## config.mk

```make
export PLATFORM = sky130hd
export DESIGN_NAME = i2s2_rx_deserializer_flat
export DESIGN_NICKNAME = d
export VERILOG_FILES = /design/src/rtl/i2s2_rx_deserializer_if.sv /design/src/rtl/i2s2_rx_deserializer.sv /design/src/flat_wrapper.sv
export SDC_FILE = /design/constraint.sdc
export NUM_CORES = 1
export LEC_CHECK = 0
export BUFFER_PORTS_ARGS = -buffer_cell sky130_fd_sc_hd__buf_2
export CORE_ASPECT_RATIO = 1.5
export CORE_UTILIZATION = 50
export CTS_CLUSTER_SIZE = 16
export DETAILED_ROUTE_END_ITERATION = 12
export PLACE_DENSITY = 0.74
export SYNTH_ARGS = -nofsm -noshare
export SYNTH_HDL_FRONTEND = slang
export SYNTH_SLANG_ARGS = --single-unit
```

## constraint.sdc

```tcl
create_clock -name clk -period 1.5 [get_ports clk]
set_input_delay 0.075 -clock clk [delete_from_list [all_inputs] [get_ports clk]]
set_output_delay 0.075 -clock clk [all_outputs]
set_load 0.1 [all_outputs]
```

## src/rtl/i2s2_rx_deserializer_if.sv

```systemverilog
// Sample-pair stream leaving the I2S2 receive front end: one left/right
// pair per LRCK frame, valid/ready handshake, producer holds data while
// valid is high and not accepted.
interface i2s2_rx_deserializer_if #(
    parameter int DATA_WIDTH = 24
) ();
    logic [DATA_WIDTH-1:0] m_left;
    logic [DATA_WIDTH-1:0] m_right;
    logic                  m_valid;
    logic                  m_ready;

    modport master (
        output m_left,
        output m_right,
        output m_valid,
        input  m_ready
    );

    modport slave (
        input  m_left,
        input  m_right,
        input  m_valid,
        output m_ready
    );
endinterface

```

## src/rtl/i2s2_rx_deserializer.sv

```systemverilog
// I2S2 PMOD ADC receive front end. Generates MCLK/SCLK/LRCK from clk with a
// free-running 9-bit counter, samples rx_data mid-SCLK-high, assembles one
// left/right pair per frame and presents it through a single holding
// register. A pair arriving while the previous one is still unaccepted is
// dropped and flagged on the sticky overflow bit.
module i2s2_rx_deserializer #(
    parameter int DATA_WIDTH = 24
) (
    input  logic clk,
    input  logic rst,
    output logic rx_mclk,
    output logic rx_lrck,
    output logic rx_sclk,
    input  logic rx_data,
    input  logic ovf_clr,
    output logic overflow,
    i2s2_rx_deserializer_if.master m
);
    localparam logic [4:0] LAST_SLOT = 5'(DATA_WIDTH);

    logic [8:0]            count;
    logic [DATA_WIDTH-1:0] sr;
    logic [DATA_WIDTH-1:0] sr_next;
    logic [DATA_WIDTH-1:0] left_hold;
    logic [DATA_WIDTH-1:0] left_q;
    logic [DATA_WIDTH-1:0] right_q;
    logic                  valid_q;

    logic [4:0] slot;
    logic       strobe;
    logic       in_word;
    logic       left_done;
    logic       load;

    assign rx_mclk = clk;
    assign rx_lrck = count[8];
    assign rx_sclk = count[2];

    assign slot      = count[7:3];
    // Middle of SCLK high: the codec changed the line on the previous fall.
    assign strobe    = (count[2:0] == 3'b101);
    // Slot 0 is the I2S delay bit; slots past the word are padding.
    assign in_word   = strobe && (slot != 5'd0) && (slot <= LAST_SLOT);
    assign left_done = strobe && !count[8] && (slot == LAST_SLOT);
    // The right LSB strobe: the pair is complete once this bit is shifted in,
    // so it is taken from sr_next and appears on the outputs one clk later.
    assign load      = strobe &&  count[8] && (slot == LAST_SLOT);

    generate
        if (DATA_WIDTH == 1) begin : g_sr1
            assign sr_next = rx_data;
        end else begin : g_srn
            assign sr_next = {sr[DATA_WIDTH-2:0], rx_data};
        end
    endgenerate

    assign m.m_left  = left_q;
    assign m.m_right = right_q;
    assign m.m_valid = valid_q;

    // Free-running frame counter; all codec clocks are decoded from it.
    always_ff @(posedge clk) begin
        if (rst) count <= 9'd0;
        else     count <= count + 9'd1;
    end

    // MSB-first shift of in-word bits; left word parked at its last bit.
    always_ff @(posedge clk) begin
        if (rst) begin
            sr        <= '0;
            left_hold <= '0;
        end else begin
            if (in_word)   sr        <= sr_next;
            if (left_done) left_hold <= sr_next;
        end
    end

    // Single-entry output register with drop-on-full and sticky overflow.
    always_ff @(posedge clk) begin
        if (rst) begin
            left_q   <= '0;
            right_q  <= '0;
            valid_q  <= 1'b0;
            overflow <= 1'b0;
        end else begin
            if (load) begin
                if (!valid_q || m.m_ready) begin
                    left_q  <= left_hold;
                    right_q <= sr_next;
                    valid_q <= 1'b1;
                end
            end else if (valid_q && m.m_ready) begin
                valid_q <= 1'b0;
            end
            // Clear first so a same-cycle drop still leaves the flag set.
            if (ovf_clr) overflow <= 1'b0;
            if (load && valid_q && !m.m_ready) overflow <= 1'b1;
        end
    end
endmodule
```

## src/flat_wrapper.sv

```systemverilog
// flat-port wrapper written by rule: the top's interface ports become plain ports
module i2s2_rx_deserializer_flat 
#(
    parameter int DATA_WIDTH = 24
)
  (clk, rst, rx_mclk, rx_lrck, rx_sclk, rx_data, ovf_clr, overflow, m_m_left, m_m_right, m_m_valid, m_m_ready);
  i2s2_rx_deserializer_if #(.DATA_WIDTH(DATA_WIDTH)) m_i ();
  input  logic clk;
  input  logic rst;
  output logic rx_mclk;
  output logic rx_lrck;
  output logic rx_sclk;
  input  logic rx_data;
  input  logic ovf_clr;
  output logic overflow;
  output wire logic [$bits(m_i.m_left)-1:0] m_m_left;
  output wire logic [$bits(m_i.m_right)-1:0] m_m_right;
  output wire logic [$bits(m_i.m_valid)-1:0] m_m_valid;
  input wire logic [$bits(m_i.m_ready)-1:0] m_m_ready;
  assign m_m_left = m_i.m_left;
  assign m_m_right = m_i.m_right;
  assign m_m_valid = m_i.m_valid;
  assign m_i.m_ready = m_m_ready;
  i2s2_rx_deserializer #(.DATA_WIDTH(DATA_WIDTH)) u_core (.clk(clk), .rst(rst), .rx_mclk(rx_mclk), .rx_lrck(rx_lrck), .rx_sclk(rx_sclk), .rx_data(rx_data), .ovf_clr(ovf_clr), .overflow(overflow), .m(m_i));
endmodule
```

# Word level (Yosys, flattened, before mapping)
# Cells that the tools add are included.
# word_totals
reg_bits	106
word_cells	35
# classes
n_addsub	1
order_cmp	1
eq_ne	3
mux	5
reduce_logical	18
# op_table
operator	n
$add 9x1->9 const B	1
$logic_and 1x1->1	9
$eq 5x5->1 const B	1
$le 5x5->1 const B	1
$mux 1	5
$reduce_bool 5->1	1
$reduce_and 2->1	2
$reduce_bool 2->1	2
$eq 3x3->1 const B	1
$logic_not 1->1	3
$ne 2x2->1 const B	1
$logic_or 1x1->1	1

# Logic depth before layout (Yosys ltp)
# depth
depth_word	6
ltp_mapped	8
mapped_depth_nobuf	6

==> flow_summary.ini <==
[critical_path]
crit_chain = inv_2 > ha_4 > and4_4 > buf_6 > nand4_1 > buf_6 > clkbuf_16 > nand2_1 > a21oi_2
crit_required_ns = 1.88
cp-start-kind = flop
end_kind = flop
r2r_slack_ns = -0.11
worstReg2RegEnd = u_core.m.m_left[2]
rr_worst_depth = 9
cp_slowest_cell = dfxtp_2
critPathBufInv = 4
slowest_delay_ns = 0.34
crit_fanout = 6
crit_family = buffers and inverters
critical_path_class = flop to flop
r2r_start = u_core.count[1]
arrival_ns = 1.99
crit_top_cell = buf_6

[global_route]
grt-busiest-layer = met2
grt_pass1_wl_um = 13800
grt_antenna_before_repair = 0
track_usage_pct = 22.9
grt_max_degree = 43
use_met1_pct = 25.3
grt_pass1_vias = 3096
grt_use_met2_pct = 40.2
overflow = 0
use_met3_pct = 5.87

[min_path]
hold_class = primary input to flop
min_path_cells = 3
min_delay_worst_endpoint = u_core.m.m_right[3]
hold_start = rst

[timing]
fin_tns_setup_ns = -5.32
finalSetupViolCount = 73
worst_slew_pin_slew_ns = 0.489
slew-limit-headroom_pct = 67.6
clock.fmax_ghz = 0.622
skew_ns = 0.0120
rsz0062_at_grt = true
fin_ws_ns = -0.107
fin_crit_sh_pct = 107
finalHoldViolations = 0
fin_crit_ns = 1.61
slew_viol_final = 0

[power]
leakagePower_nw = 1.89
ir_drop_uv = 672
powerDensity_nw_per_um2 = 976

[floorplan]
dieArea_um2 = 8080
row_count = 38
ios = 58
die_y_um = 110
die_w_um = 73.7
initial_core_util_pct = 52.4
core_um2 = 7370

[clock_network]
clock_latency_ns = 0.49
cts_tree = done
clkSlewWorstSetupHoldPaths_ns = 0.10

[logic_synthesis]
ys_ff_latch = 106
synth_common_cells = nand2_1, dfxtp_1, a21oi_1, nand2b_1, mux2i_1
yosysWarnings = 0
synthTopCellsByArea = dfxtp_1, nand2_1, a21oi_1
synth_top_family_by_area = simple AND/OR/NAND/NOR gates
postSynthCellCount = 445
synth_xor_area_share_pct = 1.13
synth.cell_area_um2 = 3860
ys_types = 26
synth_edf_count = 0
synth_nets = 452
postSynthAreaPerCell_um2 = 8.67
synthArstFlopShare_pct = 0
synthSimpleGateAreaFrac_pct = 21.9
synth_mux_area_share_pct = 5.96
ys.flop_type = dfxtp_1
yosys.area.top_type = dfxtp_1
synth_fa_ha_area_share_pct = 0.648
synth_top_cell_area_share_pct = 55.0
seq_area_frac_synth_pct = 55.0
yosysMostFrequentCell = nand2_1
synth_compound_area_share_pct = 10.7

[finish]
post-route-util_pct = 71.7
drive_gt1_share_pct = 38.9
fillers = 549
final_cells = 629
syn2layout_area_growth_pct = 36.9
final_nets = 531
final_cell_area_um2 = 5280
antenna_cells = 0

[drt]
wl_per_cell_um = 14.8
drt_iter0_markers = 192
ant_nets = 0
detail_route.wirelength_um = 9340
drc = 0
dr_total_vias = 3228
via_per_inst = 5.13
first_pass_iters = 4

[run]
drv_cap = 0

[place]
gp_congestion = 0.761
placed_area_um2 = 4340
post-place-cells = 594
port_buffers = 57
hpwl_um = 5110

[run_status]
status = complete, but fails checks
violations = negative setup slack
-- worst min-delay path, cell delays in order --
cell and delay (ns):
dlygate4sd3_1 0.53, buf_2 0.19, a21oi_2 0.04
-- report_power, final --
group | internal, W | switching [W]
Combinational | 0.0000595 | 0.0000914
Sequential | 0.00282 | 0.00000621
Clock | 0.000962 | 0.00122
-- cell type report --
| class | instances | area [um2] | share of cell area, % |
|---|---|---|---|
| Clock buffer | 14 | 174 | 3.29 |
| Clock inverter | 6 | 67.6 | 1.28 |
| Inverter | 2 | 7.51 | 0.142 |
| Multi-Input combinational cell | 306 | 1960 | 37.1 |
| Sequential cell | 106 | 2130 | 40.3 |
| Tap cell | 100 | 125 | 2.37 |
| Timing Repair Buffer | 95 | 816 | 15.4 |
-- routing by layer --
| layer | share of wire (%) | wire (um) | vias up |
|---|---|---|---|
| met2 | 54 | 5030 | 60 |
| met3 | 3.0 | 280 | 17 |
| met4 | 2.6 | 240 | 0 |
| met5 | 0 | 0 | - |
| li1 | - | - | 1605 |
| met1 | 41 | 3790 | 1546 |
-- flip-flops by register name, summed over array words and instances, names as in the netlist --
signal,count
u_core.count,9
u_core.left_hold,24
u_core.m.m_left,24
u_core.m.m_right,24
u_core.m.m_valid,1
u_core.overflow,1
u_core.sr,23
-- stage by stage --
| step | setup slack [ns] | total power (W) | hold WS, ns |
|---|---|---|---|
| 2_1_floorplan | -0.117 | 0.00322 | 0.211 |
| 3_3_place_gp | -0.00549 | 0.00324 | 0.342 |
| 3_5_place_dp | -0.0726 | 0.00324 | 0.343 |
| 4_1_cts | -0.0310 | 0.00517 | 0.369 |
| 5_1_grt | -0.165 | 0.00532 | 0.425 |
| 6_report | -0.107 | 0.00516 | 0.390 |
-- repair_timing --
item                                    CTS  global route
hold buffers                              4             0
gates resized for setup                  24           113
cloned                                    3             5
setup buffers                             4             0
endpoints found under the setup margin   55            95
pin swaps                                 2            44
hold endpoints to repair                  6             0
-- cells in the final DEF, fill, tap and decap left out, drive strengths merged --
cell type / n
nand3: 5
xor2: 2
xnor2: 3
and4: 2
buf: 86
and3b: 1
dfxtp: 106
nor2: 8
clkbuf: 19
dlygate4sd3: 4
nand4: 1
mux2i: 23
inv: 2
bufinv: 1
nand2b: 25
o2111ai: 1
a21oi: 75
clkinv: 3
a2bb2oi: 1
o21ai: 3
nand2: 148
ha: 2
clkinvlp: 2
or3: 2
nand3b: 1
nor3: 3
-- worst max-delay path by stage --
stage,start,endpoint,depth (start not counted)
after CTS,u_core.count[1],u_core.sr[17],8
after detailed placement,u_core.count[1],u_core.m.m_right[14],8
after floorplan,u_core.count[2],u_core.m.m_right[10],7
final,u_core.count[1],u_core.m.m_left[2],9
after global routing,u_core.count[1],u_core.m.m_left[7],9
after global placement,u_core.count[1],u_core.m.m_left[18],8
-- cell families (layout without fill, tap and decap cells) --
group	after synthesis	in the layout
AND/OR/NAND/NOR	196	196
flip-flops	106	106
AO/OA/AOI/OAI	80	80
buffers and inverters	33	117
multiplexers	23	23
XOR/XNOR	5	5
adder cells (fa/ha/maj)	2	2
Power figures use the tool's default switching activity.
